**config.mk**
```make
export PLATFORM = sky130hd
export DESIGN_NAME = iter_divider
export DESIGN_NICKNAME = d
export VERILOG_FILES = /design/src/rtl/alu_pkg.sv /design/src/rtl/div_step.sv /design/src/rtl/iter_divider.sv
export SDC_FILE = /design/constraint.sdc
export NUM_CORES = 1
export LEC_CHECK = 0
export ABC_AREA = 1
export CAP_MARGIN = 20
export CORE_MARGIN = 3
export CORE_UTILIZATION = 50
export DETAILED_ROUTE_END_ITERATION = 8
export GPL_TIMING_DRIVEN = 0
export PLACE_DENSITY = 0.7
export SLEW_MARGIN = 20
export SYNTH_ARGS = -nofsm -noshare
export SYNTH_HDL_FRONTEND = slang
export SYNTH_SLANG_ARGS = --single-unit
```
**constraint.sdc**
```tcl
create_clock -name clock -period 5.9 [get_ports clock]
set_input_delay 0.885 -clock clock [delete_from_list [all_inputs] [get_ports clock]]
set_output_delay 0.885 -clock clock [all_outputs]
set_load 0.1 [all_outputs]
```
**src/rtl/alu_pkg.sv**
```systemverilog
// alu_pkg: shared width, sequencing states and constants for the ALU multicycle units
package alu_pkg;
    localparam int WIDTH = 32;
    localparam logic [WIDTH-1:0] INT_MIN = 32'h8000_0000;
    typedef enum logic [1:0] {IDLE, RUN, FIX, DONE} state_t;
endpackage

```
**src/rtl/div_step.sv**
```systemverilog
// div_step: one restoring shift-subtract iteration on unsigned magnitudes
module div_step #(
    parameter int W = 32
) (
    input  logic [W-1:0] rem,
    input  logic [W-1:0] quo,
    input  logic [W-1:0] divisor,
    output logic [W-1:0] rem_next,
    output logic [W-1:0] quo_next
);
    logic [W:0] rem_sh;
    logic [W:0] trial;
    // A borrow out of the extra top bit means the trial went negative, so the remainder is restored
    always_comb begin
        rem_sh   = {rem, quo[W-1]};
        trial    = rem_sh - {1'b0, divisor};
        rem_next = trial[W] ? rem_sh[W-1:0] : trial[W-1:0];
        quo_next = {quo[W-2:0], ~trial[W]};
    end
endmodule

```
**src/rtl/iter_divider.sv**
```systemverilog
// iter_divider: multicycle signed divider, one quotient bit per clock; DIV_REMAINDER_EN exports the signed remainder
module iter_divider
    import alu_pkg::*;
#(
    parameter int WIDTH = alu_pkg::WIDTH,
    parameter int CNT_W = 6
) (
    input  logic             clock,
    input  logic             reset,
    input  logic             ctrl_DIV,
    input  logic [WIDTH-1:0] data_operandA,
    input  logic [WIDTH-1:0] data_operandB,
    output logic [WIDTH-1:0] data_result,
    output logic             data_exception,
    output logic             data_resultRDY,
    output logic             busy
`ifdef DIV_REMAINDER_EN
   ,output logic [WIDTH-1:0] data_remainder
`endif
);
    localparam logic [WIDTH-1:0] MIN_V = {1'b1, {(WIDTH-1){1'b0}}};
    state_t state_q, state_d;
    logic [CNT_W-1:0] cnt_q, cnt_d;
    logic [WIDTH-1:0] rem_q, rem_d, quo_q, quo_d, div_q, div_d;
    logic [WIDTH-1:0] result_q, result_d, step_rem, step_quo, a_abs, b_abs;
    logic sq_q, sq_d, ovf_q, ovf_d, exc_q, exc_d;
`ifdef DIV_REMAINDER_EN
    logic sa_q, sa_d;
    logic [WIDTH-1:0] remout_q, remout_d;
`endif

    div_step #(.W(WIDTH)) u_step (
        .rem(rem_q), .quo(quo_q), .divisor(div_q),
        .rem_next(step_rem), .quo_next(step_quo)
    );

    // Next state: a start wins in every state (aborting any operation); otherwise iterate, sign-fix, pulse
    always_comb begin
        state_d  = state_q;
        cnt_d    = cnt_q;
        rem_d    = rem_q;
        quo_d    = quo_q;
        div_d    = div_q;
        sq_d     = sq_q;
        ovf_d    = ovf_q;
        result_d = result_q;
        exc_d    = exc_q;
`ifdef DIV_REMAINDER_EN
        sa_d     = sa_q;
        remout_d = remout_q;
`endif
        a_abs = data_operandA[WIDTH-1] ? -data_operandA : data_operandA;
        b_abs = data_operandB[WIDTH-1] ? -data_operandB : data_operandB;
        if (ctrl_DIV) begin
            rem_d = '0;
            quo_d = a_abs;
            div_d = b_abs;
            cnt_d = '0;
            sq_d  = data_operandA[WIDTH-1] ^ data_operandB[WIDTH-1];
            ovf_d = (data_operandA == MIN_V) && (&data_operandB);
`ifdef DIV_REMAINDER_EN
            sa_d  = data_operandA[WIDTH-1];
`endif
            if (data_operandB == '0) begin
                state_d  = DONE;
                result_d = '0;
                exc_d    = 1'b1;
`ifdef DIV_REMAINDER_EN
                remout_d = '0;
`endif
            end else begin
                state_d = RUN;
                exc_d   = 1'b0;
            end
        end else begin
            case (state_q)
                RUN: begin
                    rem_d   = step_rem;
                    quo_d   = step_quo;
                    cnt_d   = cnt_q + 1'b1;
                    state_d = (cnt_q == CNT_W'(WIDTH - 1)) ? FIX : RUN;
                end
                FIX: begin
                    result_d = sq_q ? -quo_q : quo_q;
                    exc_d    = ovf_q;
`ifdef DIV_REMAINDER_EN
                    remout_d = sa_q ? -rem_q : rem_q;
`endif
                    state_d  = DONE;
                end
                DONE:    state_d = IDLE;
                default: state_d = IDLE;
            endcase
        end
    end

    // State and datapath registers, cleared asynchronously
    always_ff @(posedge clock or posedge reset) begin
        if (reset) begin
            state_q  <= IDLE;
            cnt_q    <= '0;
            rem_q    <= '0;
            quo_q    <= '0;
            div_q    <= '0;
            sq_q     <= 1'b0;
            ovf_q    <= 1'b0;
            result_q <= '0;
            exc_q    <= 1'b0;
`ifdef DIV_REMAINDER_EN
            sa_q     <= 1'b0;
            remout_q <= '0;
`endif
        end else begin
            state_q  <= state_d;
            cnt_q    <= cnt_d;
            rem_q    <= rem_d;
            quo_q    <= quo_d;
            div_q    <= div_d;
            sq_q     <= sq_d;
            ovf_q    <= ovf_d;
            result_q <= result_d;
            exc_q    <= exc_d;
`ifdef DIV_REMAINDER_EN
            sa_q     <= sa_d;
            remout_q <= remout_d;
`endif
        end
    end

    assign data_result    = result_q;
    assign data_exception = exc_q;
    assign data_resultRDY = (state_q == DONE);
    assign busy           = (state_q != IDLE);
`ifdef DIV_REMAINDER_EN
    assign data_remainder = remout_q;
`endif
endmodule

```
# Yosys cells after proc, flatten, opt, wreduce, memory -nomap -nowiden

Index checks and enable logic that the tools add are counted.

Bits in read-only memories: 0
Output and inout port bits: 35
RAM bits: 0
Logic and storage cells: 49
Memories: 0
Bits in latches: 0
Register bits after elaboration: 139

Magnitude comparators: 0
Div/mod/pow operators: 0
Reduce and logical (&&, ||, !) cells: 7
Multiplexer cells: 20
Bitwise logic cells: 2
Add/subtract/negate cells: 5
Eq/ne operators: 6
$mul: 0
Shift operators: 0

Operators with widths:

| kind                                                                    | number |
|---|---|
| 32-bit 2-to-1 mux                                                       | 11 |
| 32-bit negation                                                         | 3 |
| 33-bit by 32-bit subtractor with 33-bit output                          | 1 |
| 32-bit equality test, second input constant                             | 1 |
| 32-bit logical NOT                                                      | 1 |
| 32-bit AND reduction                                                    | 1 |
| 6-bit 2-to-1 mux                                                        | 2 |
| 6-bit by 1-bit adder with 6-bit output, second input constant           | 1 |
| 6-bit by 5-bit equality test with 1-bit output, second input constant   | 1 |
| 2-bit 2-to-1 mux                                                        | 3 |
| 2-bit nonzero test                                                      | 3 |
| 2-bit equality test, second input constant                              | 2 |
| 2-bit one-hot mux with 2 select lines                                   | 1 |
| 1-bit 2-to-1 mux                                                        | 3 |
| 2-bit by 1-bit equality test with 1-bit output, second input constant   | 1 |
| 2-bit by 1-bit inequality test with 1-bit output, second input constant | 1 |
| 2-bit AND reduction                                                     | 1 |
| 1-bit logical AND                                                       | 1 |
| 1-bit NOT                                                               | 1 |
| 1-bit bitwise XOR                                                       | 1 |

# Logic depth before layout (Yosys ltp)

Gate-level depths: netlist of run 1.

Word-level depth: 4
Mapped depth: 19
Mapped depth without buffers: 18

# Modules after synthesis

A second synthesis of run 1 with hierarchy kept.

Cell total of the unflattened synthesis: 1,986
Area total of the unflattened synthesis: 12,129.1 µm²

By module, submodules not included:

| module       | cells each | instances | area an instance (µm²) |
|---|---|---|---|
| iter_divider | 1,272      | 1         | 8,733.4 |
| div_step     | 714        | 1         | 3,395.8 |

# Worst setup path before layout of run 1

Ideal clock, no wire load.

Kind: input to register
Start: in data_operandB[1]
End: reg div_q[24]
Slack: 3.641 ns
Stages: 11
Path buffers: 0
Data required time: 5.766 ns
Arrival: 2.125 ns
Cells stage by stage: inv_1 ha_1 nand3_1 nor2_1 nand2_1 nor2_1 nand2_1 o21ai_0 nand2_1 nand3_1 o21ai_0

Longest elaborated chain between the ends: 2

Ends and longest elaborated chain:

| what                 | line                | RTL |
|---|---|---|
| start, declared      | iter_divider.sv:12  | `input logic [WIDTH-1:0] data_operandB,` |
| 32-bit negation      | iter_divider.sv:53  | `b_abs = data_operandB[WIDTH-1] ? -data_operandB : data_operandB;` |
| 32-bit 2-to-1 mux    | iter_divider.sv:53  |  |
| end signal, assigned | iter_divider.sv:118 | `div_q <= div_d;` |
| end, declared        | iter_divider.sv:24  | `logic [WIDTH-1:0] rem_q, rem_d, quo_q, quo_d, div_q, div_d;` |

No other way between the ends.
A chain may end at the register's enable or synchronous reset.

# Worst setup path in the final report of run 1

Start: reg state_q[0]
End: out busy

Longest elaborated chain between the ends: 1

Ends and longest elaborated chain:

| what                   | line                | RTL |
|---|---|---|
| start, declared        | iter_divider.sv:22  | `state_t state_q, state_d;` |
| start signal, assigned | iter_divider.sv:114 | `state_q <= state_d;` |
| 2-bit nonzero test     | iter_divider.sv:133 | `assign busy = (state_q != IDLE);` |
| end, declared          | iter_divider.sv:16  | `output logic busy` |

No other way between the ends.

==> results.toml, run 1 <==
[power]
p_int_mw = 2.53
total_power_mw = 4.70
switching_share = 0.463
p_sw_mw = 2.18
power.leakage_nw = 6.93
seq_power_share = 0.270
p_clk_frac = 0.228
peakVddDrop_mv = 0.224
power_frac_comb = 0.502
power.density_nw_per_um2 = 352

[synthesis]
async_reset_ff_frac = 1.00
synth_ff_type = "dfrtp_1"
synth_seq_cells = 139
synth_edf_count = 0
avgSynthCellArea_um2 = 6.28
synth-seq-area-share = 0.305
synth_area_um2 = 11400
synthDistinctLibCells = 45
syn-num-nets = 1926
syn_inst = 1817
yosysWarnings = 0

[timing]
fin_crit_sh = 0.537
grt_setup_unrepaired = "no"
max_slew_margin = 0.339
slew_violations = 0
layout_setup_ws_ns = 2.73
layout_min_cycle_time_ns = 3.17
worst_hold_slack_ns = 0.478
finalHoldViolCount = 0
setup_violations = 0
tightestPinTransition_ns = 0.988
timing.fmax_ghz = 0.315
finClkSkew_ns = 0.0110

[worst_setup_path]
worstSetupPathType = "flop to primary output"
crit_path_max_incr_delay_ns = 1.12
crit_path_top_delay_cell = "clkdlybuf4s50_1"
start_kind = "flop"
worstPathCellList = "inv_1 -> ha_1 -> inv_1 -> clkdlybuf4s50_1"
required_ns = 5.02
cp.arrival_ns = 2.28
cp_common_cell = "inv_1"
endpoint_kind = "primary output"
crit_fanout = 3

[detailed_routing]
post-route-drc-count = 0
drt_pass1_iterations = 6
antenna_left = 0
drt_iter0_drc = 1166
wl_per_cell_um = 16.5
num_vias = 12000
wl_um = 36700
via_per_inst = 5.37

[floorplanning]
die_h_um = 157
row_count = 54
io_pins = 102
dieArea_um2 = 24700
die_x_um = 157
start_util = 0.515
coreArea_um2 = 22200

[clock_tree]
cts_buffers = 17
cts_tree = "done"
cts.clk_slew.worst_paths_ns = 0.06
clock_latency_ns = 0.44
cts_hold_buf = 0
clock-sinks = 139
cts_setup_buffers = 0
ctsRootBufferMaster = "clkbuf_16"
clock_path_buffers = 2
post_cts_resized = 0
htree_levels = 4

[placed_design]
post-dp-hpwl_um = 29200
pre_cts_ws_ns = 2.59
gp_congestion = 0.995
io_buffers = 99

[grt]
grt_max_degree = 84
antenna_found_initial = 0
grtUsageTotal = 0.301
grt_pass1_vias = 11000
grt_pass1_wl_um = 58100
grt-ovfl-total = 0

[finish]
nets = 2045
diodes = 0
final_core_util = 0.603
syn_to_final_growth_pct = 17.1
final_common_cell = "nand2_1"
layout_common_cells = "nand2_1, inv_1, nor2_1"
layout-drive-gt1-share = 0.0488

[status]
status = "completed"

[worst_hold_path]
min_path_type = "flop to flop"

[flow_run]
drv_cap = 0
cell usage after synthesis, drive strengths merged, types with 9 or more instances:
| cell | number | area [um^2] |
|---|---|---|
| nand2 | 636 | 2440 |
| inv | 285 | 1070 |
| nor2 | 155 | 602 |
| nand3 | 144 | 781 |
| dfrtp | 139 | 3480 |
| o21ai | 128 | 641 |
| a21oi | 47 | 246 |
| xor2 | 45 | 394 |
| ha | 41 | 513 |
| nor3 | 38 | 211 |
| clkbuf | 36 | 135 |
| nand4 | 28 | 175 |
| xnor2 | 19 | 166 |
| buf | 17 | 114 |
| o31ai | 9 | 67.6 |
final timing paths:
kind | from | endpoint | slack [ns] | depth (start not counted)
min in group asynchronous | reset | data_result[22]$_DFFE_PP0P_ | 0.86 | 2
max in group asynchronous | reset | div_q[10]$_DFFE_PP0P_ | 4.28 | 3
worst max register to register | quo_q[31]$_DFFE_PP0P_ | rem_q[17]$_DFFE_PP0P_ | 2.91 | 17
worst max-delay path | state_q[0]$_DFF_PP0_ | busy | 2.73 | 4
worst min register to register | data_result[25]$_DFFE_PP0P_ | data_result[25]$_DFFE_PP0P_ | 0.48 | 2
worst min-delay path | data_result[25]$_DFFE_PP0P_ | data_result[25]$_DFFE_PP0P_ | 0.48 | 2
layer usage:
layer / routed length (um) / global-route usage
met1: 17600 / 0.466
met2: 15100 / 0.425
met3: 3260 / 0.0561
met4: 767 / 0.0822
met5: 0 / 0
layout make-up:
type	instances	area, um^2
inverter	286	1080
clock buffer	17	425
buffer	53	249
tap	280	350
timing repair buffer	100	1020
sequential	139	3480
clock inverter	14	148
fill	2219	8800
multi-input combinational	1339	6620
critical path, delay by kind of cell, from the launching register on:
kind,cells,cell delay (ns)
buffers and inverters,3,1.25
adders and majority gates,1,0.23
DFF,1,0.38
stage by stage:
stage                     setup TNS, ns  cell area (um^2)  instances
after floorplan                       0             11400       1817
after global placement          -107.65             12800       2196
final                                 0             13400       2228
after global routing                  0             13400       2228
after detailed placement              0             12800       2197
after CTS                             0             13400       2228
power groups by stage:
| stage | sequential (mW) | clock, mW | combinational (mW) |
|---|---|---|---|
| after floorplan | 1.27 | 0 | 1.68 |
| after global placement | 1.27 | 0 | 2.27 |
| after detailed placement | 1.28 | 0 | 2.31 |
| after CTS | 1.26 | 1.09 | 2.33 |
| after global routing | 1.29 | 1.13 | 2.64 |
| final | 1.27 | 1.07 | 2.36 |
registers in the layout, indices dropped and copies added, names as in the netlist:
signal,count
data_result,32
div_q,32
quo_q,32
rem_q,32
cnt_q,6
state_q,2
data_exception,1
ovf_q,1
sq_q,1
cells by family (layout without fill, tap and decap cells):
group	Yosys count	in the layout	share of synthesized area
DFF	139	139	0.305
xor gates and xnor gates	64	64	0.0491
adders and majority gates	42	42	0.0467
and+or+nand+nor	1022	1022	0.383
buffers and inverters	339	470	0.116
AOI/OAI and AO/OA	211	211	0.101
Note: power is estimated with default switching activity, not from simulation.
==> inputs of run 2 (changes only) <==
Settings changed: PLACE_DENSITY 0.7 to 0.73.
Clock period 5.9 ns to 2.7 ns, I/O delays scaled along.
==> run 2 against run 1 <==
Register-to-register slack lost 2.8 ns; critical path depth grew 14; via count grew 0.79%; utilization up 0.68 points.
==> results.toml, run 2 (synthesis results as in run 1) <==
[status]
status = "completed"

[timing]
max_slew_margin = 0.326
tightestPinTransition_ns = 1.01
layout_setup_ws_ns = 0.132
setup_tns_ns = 0
slew_violations = 0
layout_min_cycle_time_ns = 2.57
finalHoldViolCount = 0
fin_crit_sh = 0.951
grt_setup_unrepaired = "yes"
setup_violations = 0
timing.fmax_ghz = 0.389
finClkSkew_ns = 0.00971
worst_hold_slack_ns = 0.408

[clock_tree]
clock_latency_ns = 0.43
cts_buffers = 17
clock_path_buffers = 2
cts_tree = "done"
ctsRootBufferMaster = "clkbuf_16"
cts.clk_slew.worst_paths_ns = 0.06
clock-sinks = 139
htree_levels = 4

[worst_setup_path]
required_ns = 3.01
worstSetupPathType = "flop to flop"
endpoint_kind = "flop"
start_kind = "flop"
reg2reg_slack_ns = 0.13
r2r-end = "rem_q[6]$_DFFE_PP0P_"
cp.arrival_ns = 2.88
crit_fanout = 10
timing.rr.start = "quo_q[31]$_DFFE_PP0P_"
r2r_cells = 18

[placed_design]
post-dp-hpwl_um = 29400
io_buffers = 99
gp_congestion = 0.997
pre_cts_ws_ns = -0.149
placed_cell_area_um2 = 12800

[power]
power.density_nw_per_um2 = 779
power.leakage_nw = 7.01
p_sw_mw = 4.71
seq_power_share = 0.263
switching_share = 0.447
p_clk_frac = 0.239
power_frac_comb = 0.498
p_int_mw = 5.82
peakVddDrop_mv = 0.632
total_power_mw = 10.5

[flow_run]
drv_cap = 0

[detailed_routing]
drt_iter0_drc = 1182
drt_pass1_iterations = 5
wl_per_cell_um = 16.4
antenna_left = 0
num_vias = 12100
post-route-drc-count = 0
via_per_inst = 5.40
wl_um = 36700

[finish]
final_common_cell = "nand2_1"
layout-drive-gt1-share = 0.0523
syn_to_final_growth_pct = 18.4
diodes = 0
stdcell_area_um2 = 13500
layout_common_cells = "nand2_1, inv_1, nor2_1"
nets = 2050

[floorplanning]
io_pins = 102
die_x_um = 157
row_count = 54
start_util = 0.515
coreArea_um2 = 22200
die_h_um = 157
dieArea_um2 = 24700

[grt]
grt_pass1_vias = 11200
grt_max_degree = 34
grt-ovfl-total = 0
grt_pass1_wl_um = 58400
antenna_found_initial = 0
grtUsageTotal = 0.301

[worst_hold_path]
min_path_type = "input pin to async pin"
run 2: cell count changes in the layout (fill, tap and decap cells not counted), moves of 2 or more:
cell and change:
buf_12 +5, bufinv_16 +2, clkbuf_8 +2, clkinv_2 -2
nand2_4 +2
run 2: worst max path at each step:
stage / to / slack, ns / from / cells past startpoint
after floorplan: rem_q[1]$_DFFE_PP0P_ / 0.47 / quo_q[31]$_DFFE_PP0P_ / 18
after global placement: div_q[2]$_DFFE_PP0P_ / -0.72 / reset / 2
after detailed placement: data_result[14]$_DFFE_PP0P_ / -0.15 / data_operandB[0] / 11
after CTS: busy / 0.006 / state_q[0]$_DFF_PP0_ / 4
after global routing: rem_q[12]$_DFFE_PP0P_ / -0.01 / quo_q[31]$_DFFE_PP0P_ / 17
final: rem_q[6]$_DFFE_PP0P_ / 0.13 / quo_q[31]$_DFFE_PP0P_ / 18
run 2: worst max-delay path, cell delays in order, from the launching register on:
cell and delay, ns:
dfrtp_1 0.38, inv_2 0.10, ha_1 0.15, inv_1 0.08, fa_2 0.38, nand2_1 0.11
nand2_1 0.08, nand3_2 0.08, nand2_2 0.11, nand2_2 0.08, nand2_2 0.13, nand2_4 0.11
nand3_1 0.08, nand2_2 0.11, buf_12 0.15, buf_12 0.15, nand2_2 0.05, nand3_2 0.05
nand2_1 0.05
run 2: what timing repair did:
item / 4_1_cts / 5_1_grt
setup buffers: 0 / 2
hold endpoints to repair: 0 / 0
resized for setup: 3 / 8
pin swaps: 0 / 2
hold buffers: 0 / 0
endpoints found under the setup margin: 29 / 33
run 2: per-layer routing:
metal / vias up / part of all wire / GRT usage
met5: - / 0 / 0
met4: 0 / 0.021 / 0.0798
met1: 5564 / 0.48 / 0.453
met2: 481 / 0.42 / 0.445
li1: 5963 / - / -
met3: 51 / 0.080 / 0.0572
run 2: layout make-up:
cell class                      count  area (um^2)
Multi-Input combinational cell   1339         6640
Fill cell                        2142         8640
Clock buffer                       20          457
Inverter                          286         1080
Timing Repair Buffer              105         1090
Sequential cell                   139         3480
Clock inverter                     10          165
Buffer                             53          265
Tap cell                          280          350
run 2: stage by stage:
stage,util,std cells
3_5_place_dp,0.579,2200
3_3_place_gp,0.576,2196
2_1_floorplan,-,1817
6_report,0.610,2232
5_1_grt,0.610,2232
4_1_cts,0.608,2230
run 2: power by group through the flow:
stage | registers [mW] | logic, mW | clock network (mW)
global route | 2.82 | 5.86 | 2.62
detailed placement | 2.79 | 5.03 | 0
global placement | 2.78 | 4.95 | 0
floorplan | 2.77 | 3.66 | 0
finish | 2.77 | 5.25 | 2.51
CTS | 2.76 | 5.09 | 2.53
==> inputs of run 3 (changes only) <==
Settings changed: CORE_MARGIN 3 to 1.5, PLACE_DENSITY 0.73 to 0.72, SYNTH_HIERARCHICAL from default to 1, TNS_END_PERCENT from default to 5.
==> run 3 against run 2 <==
Combinational power about the same; fmax is 0.68% lower; cell area is 5.4% higher; critical path depth rose by 1; area after synthesis up 6.2%; sequential power fell by 2%; clock power down 3%; sequential cell count unchanged.
==> results.toml, run 3 <==
[worst_setup_path]
r2r_cells = 19
cp.arrival_ns = 2.94
reg2reg_slack_ns = 0.11
startpoint = "quo_q[31]$_DFFE_PP0P_"
required_ns = 3.06
crit_path_top_delay_cell = "dfrtp_2"
cp_common_cell = "nand2_1"
worst-path-buf-inv = 3
timing.rr.start = "quo_q[31]$_DFFE_PP0P_"
r2r-end = "rem_q[20]$_DFFE_PP0P_"
start_kind = "flop"
endpoint_kind = "flop"
critPathTopFamily = "simple AND/OR/NAND/NOR gates"
worstSetupPathType = "flop to flop"
crit_end = "rem_q[20]$_DFFE_PP0P_"
crit_fanout = 10
crit_path_max_incr_delay_ns = 0.43
worst-path-stages = 19
worstPathCellList = "inv_1 -> ha_1 -> fa_2 -> inv_2 -> nand2_1 -> nand2_1 -> nand3_1 -> nand2_2 -> nand2_1 -> nand2_2 -> nand2_2 -> nand2_2 -> nand2_2 -> nand2_4 -> buf_8 -> nand2_1 -> nand2_1 -> nand3_1 -> nand2_1"

[synthesis]
synth-seq-area-share = 0.287
avgSynthCellArea_um2 = 6.11
async_reset_ff_frac = 1.00
synth_ff_type = "dfrtp_1"
yosysWarnings = 6
synth_edf_count = 0
syn_inst = 1986
yosysTopAreaCell = "dfrtp_1"
synthTopCellsByCount = "nand2_1, inv_1, nand3_1"
synth_area_um2 = 12100
netlist_top_cells_area = "dfrtp_1, nand2_1, nand3_1"
synth.most_common_cell = "nand2_1"
synthDistinctLibCells = 45
synth.top_cell.area_share = 0.287
syn-num-nets = 2095
synth_seq_cells = 139

[worst_hold_path]
min_path_type = "input pin to async pin"

[finish]
seq_area_um2 = 3480
final_common_cell = "nand2_1"
layout_common_cells = "nand2_1, inv_1, nand3_1"
stdcell_area_um2 = 14200
layout-drive-gt1-share = 0.0697
multi_input_area_um2 = 7020
nets = 2220
syn_to_final_growth_pct = 17.4
final_core_util = 0.603
n_fill_cell = 2397
diodes = 0

[clock_tree]
clock_path_buffers = 2
cts_buffers = 17
cts_tree = "done"
cts_hold_buf = 0
clock_latency_ns = 0.42
cts.clk_slew.worst_paths_ns = 0.07
clock-sinks = 139
htree_levels = 4
ctsRootBufferMaster = "clkbuf_16"

[flow_run]
drv_cap = 0

[timing]
finClkSkew_ns = 0.0135
setup_violations = 0
max_slew_margin = 0.340
worst_hold_slack_ns = 0.399
layout_min_cycle_time_ns = 2.59
setup_tns_ns = 0
timing.fmax_ghz = 0.387
grt_setup_unrepaired = "no"
slew_violations = 0
tightestPinTransition_ns = 0.987
fin_crit_sh = 0.958
finalHoldViolCount = 0

[power]
power.density_nw_per_um2 = 728
total_power_mw = 10.4
power.leakage_nw = 7.68
peakVddDrop_mv = 0.481

[status]
status = "completed"

[grt]
grt_pass1_wl_um = 63700
grt-ovfl-total = 0
grtUsageTotal = 0.319
grt_max_degree = 35
grt_pass1_vias = 11900
antenna_found_initial = 0

[detailed_routing]
via_per_inst = 5.36
wl_per_cell_um = 16.4
drt_pass1_iterations = 6
post-route-drc-count = 0
antenna_left = 0
drt_iter0_drc = 1283
num_vias = 13100
wl_um = 40200

[placed_design]
io_buffers = 99
post-dp-hpwl_um = 32200
gp_congestion = 0.974
placed_cell_area_um2 = 13600

[floorplanning]
start_util = 0.514
row_count = 56
dieArea_um2 = 25200
io_pins = 102
die_x_um = 159
die_h_um = 159
coreArea_um2 = 23600
-- run 3: cell types whose count changed in the layout (fill, tap and decap cells not counted), sizes merged, moves of 8 or more --
cell,before,now
o21ai,128,75
buf,23,73
o31ai,9,1
nor3,38,14
xor2,45,24
nor2,155,164
a21oi,47,55
nand2,636,723
nand3,144,284
clkbuf,56,48
xnor2,19,2
-- run 3: power by group --
part	internal [mW]	switching, mW	leakage (nW)	total, mW
registers	2.40	0.315	1.79	2.71
clock network	1.41	1.02	0.284	2.43
logic	1.86	3.36	5.60	5.22
-- run 3: cells by family (layout without fill, tap and decap cells) --
kind of cell,Yosys count,in the layout,share of synthesized area
simple gates,1238,1238,0.442
flops,139,139,0.287
buf+inv,381,519,0.135
fa+ha+maj,42,42,0.0439
xor+xnor,26,26,0.0188
compound gates,160,160,0.0731
-- run 3: metal layers --
metal  GRT usage  routed length (um)
met1       0.473               19000
met5           0                   0
met2       0.473               16800
met4      0.0978                 920
met3      0.0483                3460
-- run 3: worst min-delay path by stage --
stage	startpoint	end	slack, ns	depth (start not counted)
after floorplan	ovf_q$_DFFE_PP0P_	ovf_q$_DFFE_PP0P_	0.44	2
after global placement	ovf_q$_DFFE_PP0P_	ovf_q$_DFFE_PP0P_	0.46	2
after detailed placement	div_q[28]$_DFFE_PP0P_	div_q[28]$_DFFE_PP0P_	0.47	2
after CTS	reset	div_q[22]$_DFFE_PP0P_	0.40	2
after global routing	reset	div_q[24]$_DFFE_PP0P_	0.43	2
final	reset	div_q[24]$_DFFE_PP0P_	0.40	2
-- run 3: area by class of cell --
class	count	area share
well taps	319	0.0280
inverters	286	0.0756
multi-input cells	1466	0.492
repair buffers	106	0.0767
flip-flops and latches	139	0.244
clock inverters	13	0.0109
clock buffers	19	0.0311
plain buffers	95	0.0409
-- run 3: through the flow --
step	setup WS, ns	cells
6_report	0.115	2443
4_1_cts	0.0554	2440
2_1_floorplan	0.465	1986
3_3_place_gp	-0.821	2404
3_5_place_dp	-0.0648	2408
5_1_grt	0.00851	2443
-- run 3: what timing repair did --
action | in CTS | in global routing
buffers inserted | 0 | 3
pin swaps | 0 | 2
setup endpoints to repair | 34 | 33
resized for setup | 3 | 6
gates cloned | 0 | 0
